===== src/rtl/io_pkg.sv =====
// Shared constants, IRQ FSM state encoding and priority helper for the input stage.
// Latency: n/a (declarations only).
// Backpressure: n/a.
package io_pkg;

  localparam int NPORTS = 4;

  typedef enum logic [1:0] {
    ST_IDLE      = 2'd0,
    ST_REQ       = 2'd1,
    ST_WAIT_DROP = 2'd2
  } irq_state_e;

  // Index of the lowest set bit; port 0 has the highest priority.
  function automatic logic [1:0] lowest_idx(input logic [NPORTS-1:0] v);
    lowest_idx = 2'd0;
    for (int i = NPORTS - 1; i >= 0; i--) begin
      if (v[i]) lowest_idx = i[1:0];
    end
  endfunction

endpackage


===== src/rtl/port_debounce.sv =====
// Synchronises one asynchronous port, debounces it and holds the accepted value.
// Latency: SYNC_STAGES + STABLE_CYCLES cycles from a clean input step to val_out.
// Backpressure: none; upd_out is a single-cycle strobe, combinational with the accepting edge.
module port_debounce #(
  parameter int WIDTH         = 8,
  parameter int SYNC_STAGES   = 2,
  parameter int STABLE_CYCLES = 3
) (
  input  logic             clk,
  input  logic             reset,
  input  logic [WIDTH-1:0] ext_in,
  output logic [WIDTH-1:0] val_out,
  output logic             upd_out
);

  localparam int CW = $clog2(STABLE_CYCLES + 1);

  logic [WIDTH-1:0] sync_q [SYNC_STAGES];
  logic [WIDTH-1:0] sync_d [SYNC_STAGES];
  logic [WIDTH-1:0] cand_q, cand_d;
  logic [CW-1:0]    cnt_q, cnt_d;
  logic [WIDTH-1:0] val_q, val_d;
  logic [WIDTH-1:0] s;
  logic             upd;

  assign s       = sync_q[SYNC_STAGES-1];
  assign val_out = val_q;
  assign upd_out = upd;

  // Synchroniser chain: pure flop-to-flop wiring, no logic between stages.
  always_comb begin
    sync_d[0] = ext_in;
    for (int i = 1; i < SYNC_STAGES; i++) begin
      sync_d[i] = sync_q[i-1];
    end
  end

  // Candidate tracking: a new value must be seen STABLE_CYCLES times in a row before acceptance.
  always_comb begin
    cand_d = cand_q;
    cnt_d  = cnt_q;
    val_d  = val_q;
    upd    = 1'b0;
    if (s == val_q) begin
      cnt_d = '0;
    end else if (s != cand_q) begin
      cand_d = s;
      if (STABLE_CYCLES == 1) begin
        val_d = s;
        cnt_d = '0;
        upd   = 1'b1;
      end else begin
        cnt_d = CW'(1);
      end
    end else begin
      if (cnt_q == CW'(STABLE_CYCLES - 1)) begin
        val_d = cand_q;
        cnt_d = '0;
        upd   = 1'b1;
      end else begin
        cnt_d = cnt_q + CW'(1);
      end
    end
  end

  // State registers, all cleared while reset is low.
  always_ff @(posedge clk or negedge reset) begin
    if (!reset) begin
      for (int i = 0; i < SYNC_STAGES; i++) sync_q[i] <= '0;
      cand_q <= '0;
      cnt_q  <= '0;
      val_q  <= '0;
    end else begin
      for (int i = 0; i < SYNC_STAGES; i++) sync_q[i] <= sync_d[i];
      cand_q <= cand_d;
      cnt_q  <= cnt_d;
      val_q  <= val_d;
    end
  end

endmodule


===== src/rtl/io_input_stage.sv =====
// Four debounced input ports feeding the cpu, with a prioritised req/ack change interrupt.
// Latency: 5 cycles ext step -> cpu_pN at defaults; irq rises the cycle after pending is visible.
// Backpressure: irq/irq_vec held until irq_ack; no new request while irq_ack stays high.
module io_input_stage
  import io_pkg::*;
#(
  parameter int WIDTH         = 8,
  parameter int SYNC_STAGES   = 2,
  parameter int STABLE_CYCLES = 3
) (
  input  logic             clk,
  input  logic             reset,
  input  logic [WIDTH-1:0] ext_p0,
  input  logic [WIDTH-1:0] ext_p1,
  input  logic [WIDTH-1:0] ext_p2,
  input  logic [WIDTH-1:0] ext_p3,
  output logic [WIDTH-1:0] cpu_p0,
  output logic [WIDTH-1:0] cpu_p1,
  output logic [WIDTH-1:0] cpu_p2,
  output logic [WIDTH-1:0] cpu_p3,
  input  logic [3:0]       irq_mask,
  output logic             irq,
  output logic [1:0]       irq_vec,
  input  logic             irq_ack,
  output logic [3:0]       pending
);

  logic [WIDTH-1:0]  ext_arr [NPORTS];
  logic [WIDTH-1:0]  val_arr [NPORTS];
  logic [NPORTS-1:0] upd;

  irq_state_e        state_q, state_d;
  logic              irq_q, irq_d;
  logic [1:0]        vec_q, vec_d;
  logic [NPORTS-1:0] pending_q, pending_d;
  logic [NPORTS-1:0] req_bits;

  assign ext_arr[0] = ext_p0;
  assign ext_arr[1] = ext_p1;
  assign ext_arr[2] = ext_p2;
  assign ext_arr[3] = ext_p3;

  for (genvar g = 0; g < NPORTS; g++) begin : g_port
    port_debounce #(
      .WIDTH        (WIDTH),
      .SYNC_STAGES  (SYNC_STAGES),
      .STABLE_CYCLES(STABLE_CYCLES)
    ) u_deb (
      .clk    (clk),
      .reset  (reset),
      .ext_in (ext_arr[g]),
      .val_out(val_arr[g]),
      .upd_out(upd[g])
    );
  end

  assign cpu_p0  = val_arr[0];
  assign cpu_p1  = val_arr[1];
  assign cpu_p2  = val_arr[2];
  assign cpu_p3  = val_arr[3];
  assign irq     = irq_q;
  assign irq_vec = vec_q;
  assign pending = pending_q;

  assign req_bits = pending_q & irq_mask;

  // IRQ FSM and pending flags; a port update always wins over an ack clearing the same flag.
  always_comb begin
    state_d   = state_q;
    irq_d     = irq_q;
    vec_d     = vec_q;
    pending_d = pending_q;
    unique case (state_q)
      ST_IDLE: begin
        if (|req_bits) begin
          vec_d   = lowest_idx(req_bits);
          irq_d   = 1'b1;
          state_d = ST_REQ;
        end
      end
      ST_REQ: begin
        if (irq_ack) begin
          pending_d[vec_q] = 1'b0;
          irq_d            = 1'b0;
          state_d          = ST_WAIT_DROP;
        end
      end
      ST_WAIT_DROP: begin
        // Once ack drops, arbitrate directly so back-to-back requests see one idle cycle.
        if (!irq_ack) begin
          if (|req_bits) begin
            vec_d   = lowest_idx(req_bits);
            irq_d   = 1'b1;
            state_d = ST_REQ;
          end else begin
            state_d = ST_IDLE;
          end
        end
      end
      default: begin
        irq_d   = 1'b0;
        state_d = ST_IDLE;
      end
    endcase
    pending_d = pending_d | upd;
  end

  // FSM, request and pending registers; reset drops irq at once with no replay.
  always_ff @(posedge clk or negedge reset) begin
    if (!reset) begin
      state_q   <= ST_IDLE;
      irq_q     <= 1'b0;
      vec_q     <= 2'd0;
      pending_q <= '0;
    end else begin
      state_q   <= state_d;
      irq_q     <= irq_d;
      vec_q     <= vec_d;
      pending_q <= pending_d;
    end
  end

endmodule


===== config.mk =====
export PLATFORM = sky130hd
export DESIGN_NAME = io_input_stage
export DESIGN_NICKNAME = d
export VERILOG_FILES = /design/src/rtl/io_pkg.sv /design/src/rtl/port_debounce.sv /design/src/rtl/io_input_stage.sv
export SDC_FILE = /design/constraint.sdc
export NUM_CORES = 1
export LEC_CHECK = 0
export CAP_MARGIN = 20
export CORE_AREA = 2 2 126 128
export CTS_CLUSTER_SIZE = 16
export DETAILED_ROUTE_END_ITERATION = 10
export DIE_AREA = 0 0 128 130
export PLACE_DENSITY_LB_ADDON = 0.1
export SETUP_SLACK_MARGIN = 0.05
export SLEW_MARGIN = 20
export SYNTH_ARGS = -nofsm -noshare
export SYNTH_HDL_FRONTEND = slang
export SYNTH_SLANG_ARGS = --single-unit

===== constraint.sdc =====
create_clock -name clk -period 2.6 [get_ports clk]
set_clock_uncertainty 0.2 [all_clocks]
set_input_delay 0.65 -clock clk [delete_from_list [all_inputs] [get_ports clk]]
set_output_delay 0.65 -clock clk [all_outputs]
set_load 0.01 [all_outputs]

==> out/results.txt, run 1 <==
status: finished, final reports clean
DR DRC count: 0
leading area contributor after synthesis: dfrtp_1
H-Tree Depth: 4
Post-CTS Setup Inserts: 0
maxcap violations: 0
WP data required: 2.70 ns
synthesized cell area: 5420 µm²
Core Region: 15400 µm²
post-DP HPWL: 6960 µm
Post-synth EDFFs: 0
CTS root buffer: clkbuf_16
chip height: 130 µm
final hold violations: 0
PnR worst setup slack: 0.258 ns
post-synth top area share: 67.0%
Synth Flop Type: dfrtp_1
Max Slew Vio Count: 0
VDD IR max: 464 µV
Hold Buf Count CTS: 1
worst hold stages: 0
CTS tree: done
routed wire length: 9930 µm
Max Freq: 427 MHz
crit end category: flip-flop
total I/O pin count: 78
Final nets: 499
# setup viols final: 0
Setup TNS: 0 ns
Placer Congestion: 0.758
Die X: 128 µm
detailed-route wire length per cell: 14.9 µm
WS Path Type: flip-flop to flip-flop
via count: 3045
initial antenna violation count: 1
P&R area growth vs syn: 32.9%
largest net degree at the start of global routing: 56
top post-synthesis cells by area: dfrtp_1 (67%), mux2_2 (11%), xnor2_1 (9.2%)
DR pass1 iterations: 4
Iter 0 DRT Violations: 138
setup repair after global routing missed its margin: false
antenna viol nets, final: 0
crit path cell chain: xor2_1 -> nor4_2 -> nand2_1 -> or4b_1 -> buf_4 -> mux2_4
Row Count: 46
vias in the first global route: 3332
reg2reg path depth: 6
Congestion Overflow GR: 0
maximum clock path buffer count: 2
Clock transition at path regs: 0.06 ns
Relative slew margins: 70.9%
count of input and output buffers: 77
most frequent cells in the layout: dfrtp_1 (145), clkdlybuf4s50_1 (76), xnor2_1 (57)
Num Clock Sinks: 145
critical path peak fanout: 5
FILL cells: 1385
most common cell after layout, fill and taps aside: dfrtp_1
starting density of the core: 35.1%
CTS Buf Count: 17
pre-CTS setup slack: 0.189 ns
min Tclk post-route: 2.34 ns
share of post-route cells with drive strength above 1: 23.9%
startpoint types: flip-flop
Pwr Density: 801 nW/µm²
antenna diode count: 0
post-synthesis instance total: 354
critical path data arrival time: 2.44 ns
clock latency on the worst-skew pair: 0.42 ns
die area: 16600 µm²
Slew @ Worst Pin: 0.437 ns
Tot GR Track Use: 13.3%
first-pass GRT wire length: 16700 µm
Tcrit/Tclk final: 90.1%
async set-reset flop share out of synthesis: 100%
static leakage power: 3.06 nW
yosys warns: 0
syn nets: 393
Post-CTS Resized: 0
Slowest cell on crit path: or4b_1
Yosys reg bits: 145
Avg Cell Area, Syn: 15.3 µm²
HP Class: flip-flop to flip-flop
number of vias per cell: 4.58
Seq/Total Area, Yosys: 67.0%
critical path's largest stage delay: 0.50 ns
Distinct cells, synth: 28
-- final timing paths --
kind | start | to | slack (ns)
worst max-delay path | g_port[2].u_deb.s[0] | g_port[2].u_deb.val_out[4] | 0.26
max in group asynchronous | reset | g_port[0].u_deb.s[1] | 1.13
worst max register to register | g_port[2].u_deb.s[0] | g_port[2].u_deb.val_out[4] | 0.26
worst min-delay path | g_port[3].u_deb.sync_d[1] | g_port[3].u_deb.s[1] | 0.15
worst min register to register | g_port[3].u_deb.sync_d[1] | g_port[3].u_deb.s[1] | 0.15
min in group asynchronous | reset | g_port[0].u_deb.sync_d[3] | 0.48
-- cells by family after synthesis --
family | Yosys count | synth area share (%)
buf+inv | 6 | 0.485
mux | 65 | 14.1
flops | 145 | 67.0
xor+xnor | 65 | 10.5
simple gates | 56 | 6.12
compound gates | 17 | 1.85
-- flip-flops by register name (all words and copies together), names as in the netlist --
name / flops
g_port.u_deb.cnt_q: 8
g_port.u_deb.cand_q: 32
g_port.u_deb.sync_d: 32
pending: 4
irq: 1
irq_vec: 2
state_q: 2
g_port.u_deb.s: 32
g_port.u_deb.val_out: 32
-- per-stage QoR --
stage	power [mW]	hold slack, ns	utilization, %	std cells	area [µm²]
2_1_floorplan	2.81	0.131	-	354	5420
3_3_place_gp	3.11	0.131	42.4	632	6530
3_5_place_dp	3.12	0.135	42.4	632	6530
4_1_cts	5.86	0.149	46.7	665	7200
5_1_grt	6.03	0.153	46.7	665	7200
6_report	5.77	0.146	46.7	665	7200
-- final cells by class --
| cell class | instances | area [µm²] | share of cell area (%) |
|---|---|---|---|
| Inverter | 2 | 7.51 | 0.104 |
| Timing Repair Buffer | 91 | 905 | 12.6 |
| Sequential cell | 145 | 3630 | 50.4 |
| Clock buffer | 17 | 425 | 5.91 |
| Clock inverter | 15 | 233 | 3.23 |
| Tap cell | 192 | 240 | 3.34 |
| Multi-Input combinational cell | 203 | 1760 | 24.5 |
-- where the power goes --
part	internal, mW	switching (mW)	leakage (nW)
Sequential	2.40	0.138	1.77
Combinational	0.297	0.239	0.981
Clock	1.72	0.975	0.312
-- per-layer routing --
| metal | track usage [%] | part of all wire [%] | vias to the layer above |
|---|---|---|---|
| li1 | - | - | 1432 |
| met5 | 0 | 0.13 | - |
| met4 | 4.85 | 0.99 | 2 |
| met1 | 16.9 | 46 | 1535 |
| met2 | 20.4 | 47 | 68 |
| met3 | 5.70 | 6.1 | 8 |
-- worst max-delay path, delay by kind of cell, from the launching register on --
family / cells / cell delay [ns]
buffers and inverters: 1 / 0.19
DFF: 1 / 0.41
and+or+nand+nor: 3 / 0.95
muxes: 1 / 0.29
xor gates and xnor gates: 1 / 0.18
-- cell usage after synthesis (2+ instances only) --
library cell  instances
a21oi_1               8
clkbuf_1              3
dfrtp_1             145
inv_1                 2
mux2_1                3
mux2_2               54
mux2_4                8
nand2_1               7
nand4_1              14
nand4bb_1             3
nor2_1               19
nor4_2                2
nor4bb_1              3
o21ai_0               4
or2_2                 3
xnor2_1              57
xor2_1                8
No activity file was read; power rests on OpenSTA's default activity.
==> run 2, diff against run 1 <==
--- a/config.mk
+++ b/config.mk
@@ -16,3 +16,4 @@
 export SYNTH_ARGS = -nofsm -noshare
 export SYNTH_HDL_FRONTEND = slang
 export SYNTH_SLANG_ARGS = --single-unit
+export TNS_END_PERCENT = 50
==> results of run 2 <==
The final DEF is identical to that of run 1; final timing and power are the same.
